### src/rtl/viterbi_obs_loader.sv
// Observation-frame loader and ap_ctrl_hs sequencer for the viterbi core.
// Optional tdata clamp to N_TOKENS-1 enabled by defining VITERBI_OBS_RANGE_CHECK_EN.
module viterbi_obs_loader #(
  parameter int N_OBS    = 128,
  parameter int ADDR_W   = 7,
  parameter int DATA_W   = 32,
  parameter int N_TOKENS = 64
) (
  input  logic              ap_clk,
  input  logic              ap_rst_n,
  input  logic [DATA_W-1:0] s_obs_tdata,
  input  logic              s_obs_tvalid,
  output logic              s_obs_tready,
  input  logic              s_obs_tlast,
  output logic [ADDR_W-1:0] obs_address0,
  output logic              obs_ce0,
  output logic              obs_we0,
  output logic [DATA_W-1:0] obs_d0,
  output logic              vit_start,
  input  logic              vit_ready,
  input  logic              vit_done,
  input  logic [31:0]       vit_return,
  output logic [31:0]       res_data,
  output logic [2:0]        res_status,
  output logic              res_valid,
  input  logic              res_ready
);

  // Stream handshake: a beat transfers on a rising edge where s_obs_tvalid and
  // s_obs_tready are both 1; the result transfers where res_valid and res_ready are both 1.

  typedef enum logic [2:0] {
    S_LOAD, S_PAD, S_DRAIN, S_START, S_WAIT, S_RESULT
  } state_t;

  state_t            state, state_nxt;
  logic [ADDR_W-1:0] wr_ptr, wr_ptr_nxt;
  logic [2:0]        status, status_nxt;
  logic              run;
  logic              beat;
  logic              last_addr;
  logic              clamp_hit;
  logic              capture;
  logic [DATA_W-1:0] wr_data;

  if (ADDR_W != $clog2(N_OBS) || N_TOKENS < 1) begin : g_bad_cfg
    $error("viterbi_obs_loader: ADDR_W must equal clog2(N_OBS) and N_TOKENS must be positive");
  end

`ifdef VITERBI_OBS_RANGE_CHECK_EN
  assign clamp_hit = (s_obs_tdata >= DATA_W'(N_TOKENS));
  assign wr_data   = clamp_hit ? DATA_W'(N_TOKENS - 1) : s_obs_tdata;
`else
  assign clamp_hit = 1'b0;
  assign wr_data   = s_obs_tdata;
`endif

  // run holds the stream closed until the first edge after reset release.
  assign last_addr    = (wr_ptr == ADDR_W'(N_OBS - 1));
  assign s_obs_tready = run && (state == S_LOAD || state == S_DRAIN);
  assign beat         = s_obs_tvalid && s_obs_tready;
  assign capture      = (state == S_START && vit_ready && vit_done) ||
                        (state == S_WAIT && vit_done);

  always_comb begin
    obs_address0 = wr_ptr;
    obs_ce0      = 1'b0;
    obs_we0      = 1'b0;
    obs_d0       = '0;
    if (state == S_LOAD && beat) begin
      obs_ce0 = 1'b1;
      obs_we0 = 1'b1;
      obs_d0  = wr_data;
    end else if (state == S_PAD && run) begin
      obs_ce0 = 1'b1;
      obs_we0 = 1'b1;
    end
  end

  always_comb begin
    state_nxt  = state;
    wr_ptr_nxt = wr_ptr;
    status_nxt = status;
    case (state)
      S_LOAD: begin
        if (beat) begin
          wr_ptr_nxt = wr_ptr + 1'b1;
          if (clamp_hit) status_nxt[2] = 1'b1;
          if (s_obs_tlast) begin
            if (last_addr) begin
              state_nxt = S_START;
            end else begin
              status_nxt[0] = 1'b1;
              state_nxt     = S_PAD;
            end
          end else if (last_addr) begin
            status_nxt[1] = 1'b1;
            state_nxt     = S_DRAIN;
          end
        end
      end
      S_PAD: begin
        wr_ptr_nxt = wr_ptr + 1'b1;
        if (last_addr) state_nxt = S_START;
      end
      S_DRAIN: begin
        if (beat && s_obs_tlast) state_nxt = S_START;
      end
      S_START: begin
        wr_ptr_nxt = '0;
        if (vit_ready) state_nxt = vit_done ? S_RESULT : S_WAIT;
      end
      S_WAIT: begin
        if (vit_done) state_nxt = S_RESULT;
      end
      S_RESULT: begin
        if (res_valid && res_ready) begin
          status_nxt = '0;
          state_nxt  = S_LOAD;
        end
      end
      default: state_nxt = S_LOAD;
    endcase
  end

  always_ff @(posedge ap_clk or negedge ap_rst_n) begin
    if (!ap_rst_n) begin
      state      <= S_LOAD;
      wr_ptr     <= '0;
      status     <= '0;
      run        <= 1'b0;
      vit_start  <= 1'b0;
      res_valid  <= 1'b0;
      res_data   <= '0;
      res_status <= '0;
    end else begin
      state     <= state_nxt;
      wr_ptr    <= wr_ptr_nxt;
      status    <= status_nxt;
      run       <= 1'b1;
      vit_start <= (state_nxt == S_START);
      res_valid <= (state_nxt == S_RESULT);
      if (capture) begin
        res_data <= vit_return;
`ifdef VITERBI_OBS_RANGE_CHECK_EN
        res_status <= status;
`else
        res_status <= {1'b0, status[1:0]};
`endif
      end
    end
  end

endmodule
### config.mk
export PLATFORM = sky130hd
export DESIGN_NAME = viterbi_obs_loader
export DESIGN_NICKNAME = d
export VERILOG_FILES = /design/src/rtl/viterbi_obs_loader.sv
export SDC_FILE = /design/constraint.sdc
export NUM_CORES = 1
export LEC_CHECK = 0
export CORE_UTILIZATION = 53
export DETAILED_ROUTE_END_ITERATION = 6
export DONT_BUFFER_PORTS = 1
export PLACE_DENSITY = 0.68
export SLEW_MARGIN = 30
export SYNTH_ARGS = -nofsm -noshare
export SYNTH_HDL_FRONTEND = slang
export SYNTH_SLANG_ARGS = --single-unit
### constraint.sdc
create_clock -name ap_clk -period 1.8 [get_ports ap_clk]
set_input_delay 0.18 -clock ap_clk [delete_from_list [all_inputs] [get_ports ap_clk]]
set_output_delay 0.18 -clock ap_clk [all_outputs]
set_load 0.02 [all_outputs]
==> results.yml, run 1 <==
synthesis:
  flop_and_latch_count_out_of_synthesis: 49
  synth_cell_type_count: 39
  synth.net_count: 265
  synthDominantAreaCellType: "sky130_fd_sc_hd__dfrtp_1"
  ys_top_cells_by_area: "sky130_fd_sc_hd__dfrtp_1 50%, sky130_fd_sc_hd__mux2_4 17%, sky130_fd_sc_hd__and2_1 8.2%, sky130_fd_sc_hd__mux2_2 3.2%, sky130_fd_sc_hd__buf_12 2.5%"
  synthesis.area_per_instance_um2: 12.6
  ys_seq_area_frac: 0.504
  ys_warn_count: 0
  synthesized_netlist_cell_count: 193
  syn_area_mm2: 0.00243
  synth_largest_type_area_fraction: 0.504
setup_path:
  r2r_cells: 5
  critical_path_required_ns: 1.62
  critPathMaxFanout: 8
  regToRegStartpoint: "state[2]"
  arrival_ns: 1.61
  crit_start: "state[2]"
  setup.worst_path.end_class: "primary output"
  reg2reg_setup_slack_ns: 0.09
  worst_setup_path_start_kind: "register"
  worstReg2RegEnd: "res_data[3]"
  crit_type: "register to primary output"
power_and_ir_drop:
  power_switching_w: 0.00183
  power.static_leakage_nw: 1.45
  internal-power_w: 0.00268
  power.combinational.fraction: 0.332
  irDropWorstVdd_v: 0.000831
  p_per_area_mw_per_mm2: 1590
  clkPwrFrac: 0.141
  swShare: 0.406
  p_seq_frac: 0.527
place:
  dpl-instance-area_mm2: 0.00247
  globalplace.congestion: 0.821
  port_buffers: 0
  place.detailed.hpwl_mm: 3.64
  dpl.cell_count: 245
drt:
  drt-vias-per-instance: 5.89
  ant_nets: 0
  postRouteWirelength_mm: 5.51
  drt_first_pass_iters: 4
  drtIter0Drc: 50
  drc_errors: 0
  detailroute.via_count: 1566
  routedWlPerCell_um: 20.7
sta:
  finalHoldViolations: 0
  final_critical_path_required_period_ns: 1.79
  fmax_mhz: 559
  fin_tns_setup_ns: 0
  timing.final.crit_share: 0.994
  finalSetupViolations: 0
  slew_viol_final: 0
  grt_setup_unrepaired: "true"
  fin_worst_skew_ns: 0.00451
die:
  initial_standard_cell_utilization_of_the_core: 0.555
  die_h_um: 69.7
  die_area_mm2: 0.00486
  core.rowCount: 24
  core_area_mm2: 0.00438
  top_level_ports: 150
  die_w_um: 69.7
clock_tree:
  ctsLongestPathBuffers: 2
  clock_latency_on_the_worst_skew_pair_ns: 0.29
  htree_num_levels: 2
  cts_num_sinks: 49
  ctsRootBufferMaster: "sky130_fd_sc_hd__clkbuf_8"
  clk_transition_reported_paths_ns: 0.09
  tritoncts.num_buffers: 5
  clock_tree_from_tritoncts: "yes"
cells_and_area:
  syn2layout_area_growth_pct: 16.9
  ff_latch_area_mm2: 0.00123
  fillers: 341
  diodes: 0
  drive_gt1_frac: 0.486
  final_cell_area_mm2: 0.00284
  multi_input_area_mm2: 0.00121
  stdcell_count: 266
  layout.cells.most_common_list: "49 x sky130_fd_sc_hd__dfrtp_1, 32 x sky130_fd_sc_hd__and2_4, 27 x sky130_fd_sc_hd__mux2_4"
  final_common_cell: "sky130_fd_sc_hd__dfrtp_1"
  final_nets: 285
global_route:
  grt_util_met2: 0.341
  grt_busiest_layer: "met2"
  total_congestion_overflow: 0
  grt_first_pass_wirelength_mm: 8.06
  grt_start_max_net_pins: 50
  track_usage: 0.212
  global_route.usage.met3: 0.0785
  grt_met1_usage: 0.280
  initial_antenna_violation_count: 0
  grt_pass1_vias: 1583
status:
  outcome: "finished, final reports clean"
min_path:
  worstHoldPathType: "primary input to register"
  min_delay_worst_endpoint: "res_data[2]"
  holdPathStages: 1
  min_from: "vit_return[2]"
job:
  count_of_maximum_capacitance_violations: 0
[synth_stat cells, drive strengths merged]
| library cell | n |
|---|---|
| a211oi | 1 |
| a21o | 1 |
| a21oi | 2 |
| a22o | 2 |
| a311oi | 1 |
| a31oi | 1 |
| a32o | 1 |
| and2 | 32 |
| and2b | 1 |
| and3b | 1 |
| and4bb | 1 |
| buf | 7 |
| clkbuf | 4 |
| conb | 2 |
| dfrtp | 49 |
| ha | 1 |
| inv | 4 |
| mux2 | 34 |
| mux2i | 1 |
| nand2 | 11 |
| nand2b | 4 |
| nand3 | 5 |
| nand3b | 1 |
| nand4 | 1 |
| nor2 | 9 |
| nor2b | 1 |
| nor3 | 3 |
| o2111ai | 2 |
| o21ai | 4 |
| o22ai | 1 |
| o2bb2ai | 1 |
| o41ai | 1 |
| xor2 | 3 |
[power groups by stage]
| stage | Sequential (W) | Combinational (W) | Clock [W] |
|---|---|---|---|
| 5_1_grt | 0.00243 | 0.00162 | 0.000702 |
| 6_report | 0.00238 | 0.00150 | 0.000636 |
| 4_1_cts | 0.00238 | 0.00142 | 0.000662 |
| 3_5_place_dp | 0.00241 | 0.00134 | 0 |
| 3_3_place_gp | 0.00238 | 0.00129 | 0 |
| 2_1_floorplan | 0.00241 | 0.00100 | 0 |
[cells by family (layout without fill, tap and decap cells)]
group / after synthesis / count (layout) / synth area share
AO/OA/AOI/OAI: 18 / 18 / 0.0566
flip-flops: 49 / 49 / 0.504
other: 2 / 2 / 0.00309
buffers and inverters: 15 / 35 / 0.0499
multiplexers: 35 / 35 / 0.203
XOR/XNOR: 3 / 3 / 0.0108
AND/OR/NAND/NOR: 70 / 71 / 0.167
adder cells (fa/ha/maj): 1 / 1 / 0.00515
[layer usage]
layer	wire, um	share of wire	vias to the layer above
li1	-	-	694
met1	2340	0.43	786
met2	2720	0.49	84
met3	428	0.078	2
met4	7	0.0013	0
met5	0	0	-
[critical path, cell delays in order (launching register included)]
cell,delay [ns]
sky130_fd_sc_hd__dfrtp_1,0.42
sky130_fd_sc_hd__nand2b_4,0.16
sky130_fd_sc_hd__nand2b_4,0.16
sky130_fd_sc_hd__nor2_4,0.22
sky130_fd_sc_hd__clkbuf_16,0.19
sky130_fd_sc_hd__and2_4,0.17
[metrics by stage]
step / hold WS [ns] / utilization / power [W] / setup WS, ns
2_1_floorplan: -0.116 / - / 0.00342 / 0.154
3_3_place_gp: -0.115 / 0.564 / 0.00367 / 0.135
3_5_place_dp: -0.115 / 0.564 / 0.00375 / 0.0319
4_1_cts: 0.0179 / 0.615 / 0.00447 / -0.0194
5_1_grt: 0.00830 / 0.648 / 0.00475 / -0.0581
6_report: 0.0265 / 0.648 / 0.00451 / 0.0109
[worst max-delay path by stage]
stage / to / slack [ns] / cells past startpoint
CTS: obs_d0[19] / -0.02 / 5
global placement: res_data[3] / 0.13 / 4
detailed placement: res_data[3] / 0.03 / 4
global route: obs_d0[2] / -0.06 / 5
finish: obs_d0[2] / 0.01 / 5
floorplan: res_data[10] / 0.15 / 6
[state kept, by name, indices dropped and copies added, names as in the netlist]
name,cells
res_valid,1
status,2
state,3
run,1
vit_start,1
res_status,2
res_data,32
obs_address0,7
[cell type report]
type	instances	share of cell area
Timing Repair Buffer	23	0.0810
Multi-Input combinational cell	130	0.427
Inverter	4	0.00616
Clock buffer	5	0.0242
Sequential cell	49	0.431
Clock inverter	3	0.00748
Tap cell	52	0.0229
[timing repair]
action / 4_1_cts / 5_1_grt
gates resized for setup: 46 / 35
pin swaps: 1 / 26
gates cloned: 1 / 4
setup buffers: 2 / 3
setup endpoints to repair: 32 / 38
endpoints found under the hold margin: 50 / 0
hold buffers: 3 / 0
Power figures use the tool's default switching activity.
==> run 2, diff against run 1 <==
==> constraint.sdc (replaced) <==
create_clock -name ap_clk -period 2.21 [get_ports ap_clk]
set_input_delay 0.221 -clock ap_clk [delete_from_list [all_inputs] [get_ports ap_clk]]
set_output_delay 0.221 -clock ap_clk [all_outputs]
set_load 0.02 [all_outputs]
==> run 2 against run 1 <==
Compared with the run above: power down 20%; flip-flop and latch count unchanged; clock power up 2%; clock skew up 0.0032 ns.
==> results.yml, run 2 (synthesized netlist as in run 1, its figures left out) <==
place:
  globalplace.congestion: 0.842
  port_buffers: 0
  dpl.cell_count: 236
  place.detailed.hpwl_mm: 3.59
drt:
  ant_nets: 0
  drt-vias-per-instance: 5.88
  postRouteWirelength_mm: 4.95
  drt_first_pass_iters: 4
  detailroute.via_count: 1446
  drtIter0Drc: 82
  routedWlPerCell_um: 20.1
  drc_errors: 0
clock_tree:
  cts.repair_timing.setup_buffer_count: 0
  ctsRootBufferMaster: "sky130_fd_sc_hd__clkbuf_8"
  tritoncts.num_buffers: 5
  clock_latency_on_the_worst_skew_pair_ns: 0.30
  cts_num_sinks: 49
  clock_tree_from_tritoncts: "yes"
  clk_transition_reported_paths_ns: 0.08
  htree_num_levels: 2
  ctsLongestPathBuffers: 2
sta:
  grt_setup_unrepaired: "false"
  final_critical_path_required_period_ns: 2.00
  fin_tns_setup_ns: 0
  finalHoldViolations: 0
  finalSetupViolations: 0
  fmax_mhz: 500
  timing.final.crit_share: 0.906
  fin_worst_skew_ns: 0.00769
  slew_viol_final: 0
global_route:
  initial_antenna_violation_count: 0
  grt_start_max_net_pins: 50
  grt_first_pass_wirelength_mm: 7.47
  total_congestion_overflow: 0
  grt_pass1_vias: 1452
  track_usage: 0.200
cells_and_area:
  number_of_flip_flops_under_the_largest_register_name: 32
  final_common_cell: "sky130_fd_sc_hd__dfrtp_1"
  layout.cells.most_common_list: "49 x sky130_fd_sc_hd__dfrtp_1, 32 x sky130_fd_sc_hd__and2_1, 27 x sky130_fd_sc_hd__mux2_4"
  syn2layout_area_growth_pct: 5.25
  drive_gt1_frac: 0.242
  top_register: "res_data"
  stdcell_count: 246
  final_nets: 265
  diodes: 0
setup_path:
  timing.critical_path.mode_cell: "sky130_fd_sc_hd__nand2b_1"
  critPathMaxFanout: 33
  timing.critical_path.slowest_stage_cell: "sky130_fd_sc_hd__dfrtp_1"
  timing.critical_path.cells: "nand2b_1, nand2b_1, nor2_1, buf_4, and2_1"
  setup.worst_path.end_class: "primary output"
  crit_type: "register to primary output"
  timing.critical_path.slowest_cell_delay_ns: 0.45
  critical_path_required_ns: 1.99
  arrival_ns: 1.78
  worst_setup_path_start_kind: "register"
power_and_ir_drop:
  total_power_w: 0.00360
  power.static_leakage_nw: 1.31
  irDropWorstVdd_v: 0.000693
  p_per_area_mw_per_mm2: 1410
die:
  die_area_mm2: 0.00486
  top_level_ports: 150
  die_w_um: 69.7
  core.rowCount: 24
  die_h_um: 69.7
  core_area_mm2: 0.00438
  initial_standard_cell_utilization_of_the_core: 0.555
min_path:
  worstHoldPathType: "primary input to register"
job:
  count_of_maximum_capacitance_violations: 0
status:
  outcome: "finished, final reports clean"
## run 2: changes by cell type in the layout (fill, tap and decap cells not counted), sizes merged
cell	change
dlygate4sd3	-1
buf	-17
clkinvlp	-1
bufinv	+1
clkbuf	+1
clkinv	-1
inv	-1
nand2	-1
## run 2: routing by layer
layer | GRT usage | wire, um | vias to the layer above
met5 | 0 | 0 | -
met4 | 0.0444 | 21 | 0
met3 | 0.0785 | 419 | 4
met2 | 0.323 | 2460 | 77
met1 | 0.256 | 2050 | 716
li1 | - | - | 649
## run 2: final cells by class
class / count / area [um^2]
Clock buffer: 7 / 86.3
Fill cell: 359 / 1830
Inverter: 4 / 15.0
Sequential cell: 49 / 1230
Tap cell: 52 / 65.1
Timing Repair Buffer: 4 / 52.6
Multi-Input combinational cell: 129 / 1080
Clock inverter: 1 / 30.0
## run 2: final timing paths
kind,end,startpoint,cells past startpoint,slack (ns)
max in group asynchronous,obs_address0[6],ap_rst_n,2,1.56
worst min register to register,status[1],status[1],2,0.48
worst max register to register,res_data[3],state[0],4,0.26
worst max-delay path,obs_d0[22],state[2],5,0.21
worst min-delay path,status[1],s_obs_tlast,1,0.02
min in group asynchronous,res_data[13],ap_rst_n,2,0.44
## run 2: critical path, delay by kind of cell, from the launching register on
kind	cells	cell delay [ns]
buffers and inverters	1	0.24
and+or+nand+nor	4	0.79
DFF	1	0.45
## run 2: where the power goes
| part | total [W] | switching [W] | internal [W] |
|---|---|---|---|
| sequential | 0.00206 | 0.000785 | 0.00128 |
| combinational | 0.000892 | 0.000363 | 0.000530 |
| clock | 0.000649 | 0.000280 | 0.000369 |
## run 2: metrics by stage
step,setup WS (ns),instance area [um^2],hold slack [ns],utilization
after floorplan,0.564,2430,-0.0746,-
after global placement,0.369,2400,-0.0737,0.549
after detailed placement,0.276,2400,-0.0737,0.549
after CTS,0.192,2560,0.00920,0.584
after global routing,0.0804,2560,0.00200,0.584
final,0.209,2560,0.0152,0.584
## run 2: what timing repair did
item	CTS	global route
endpoints found under the setup margin	0	0
gates resized for setup	0	0
hold buffers	2	0
hold endpoints to repair	49	0
==> run 3, diff against run 2 <==
--- a/config.mk
+++ b/config.mk
@@ -5,6 +5,7 @@
 export SDC_FILE = /design/constraint.sdc
 export NUM_CORES = 1
 export LEC_CHECK = 0
+export ABC_CLOCK_PERIOD_IN_PS = 2210
 export CORE_UTILIZATION = 53
 export DETAILED_ROUTE_END_ITERATION = 6
 export DONT_BUFFER_PORTS = 1
==> results of run 3 <==
Same layout as run 2: the final DEF is identical, and so are final timing and power.
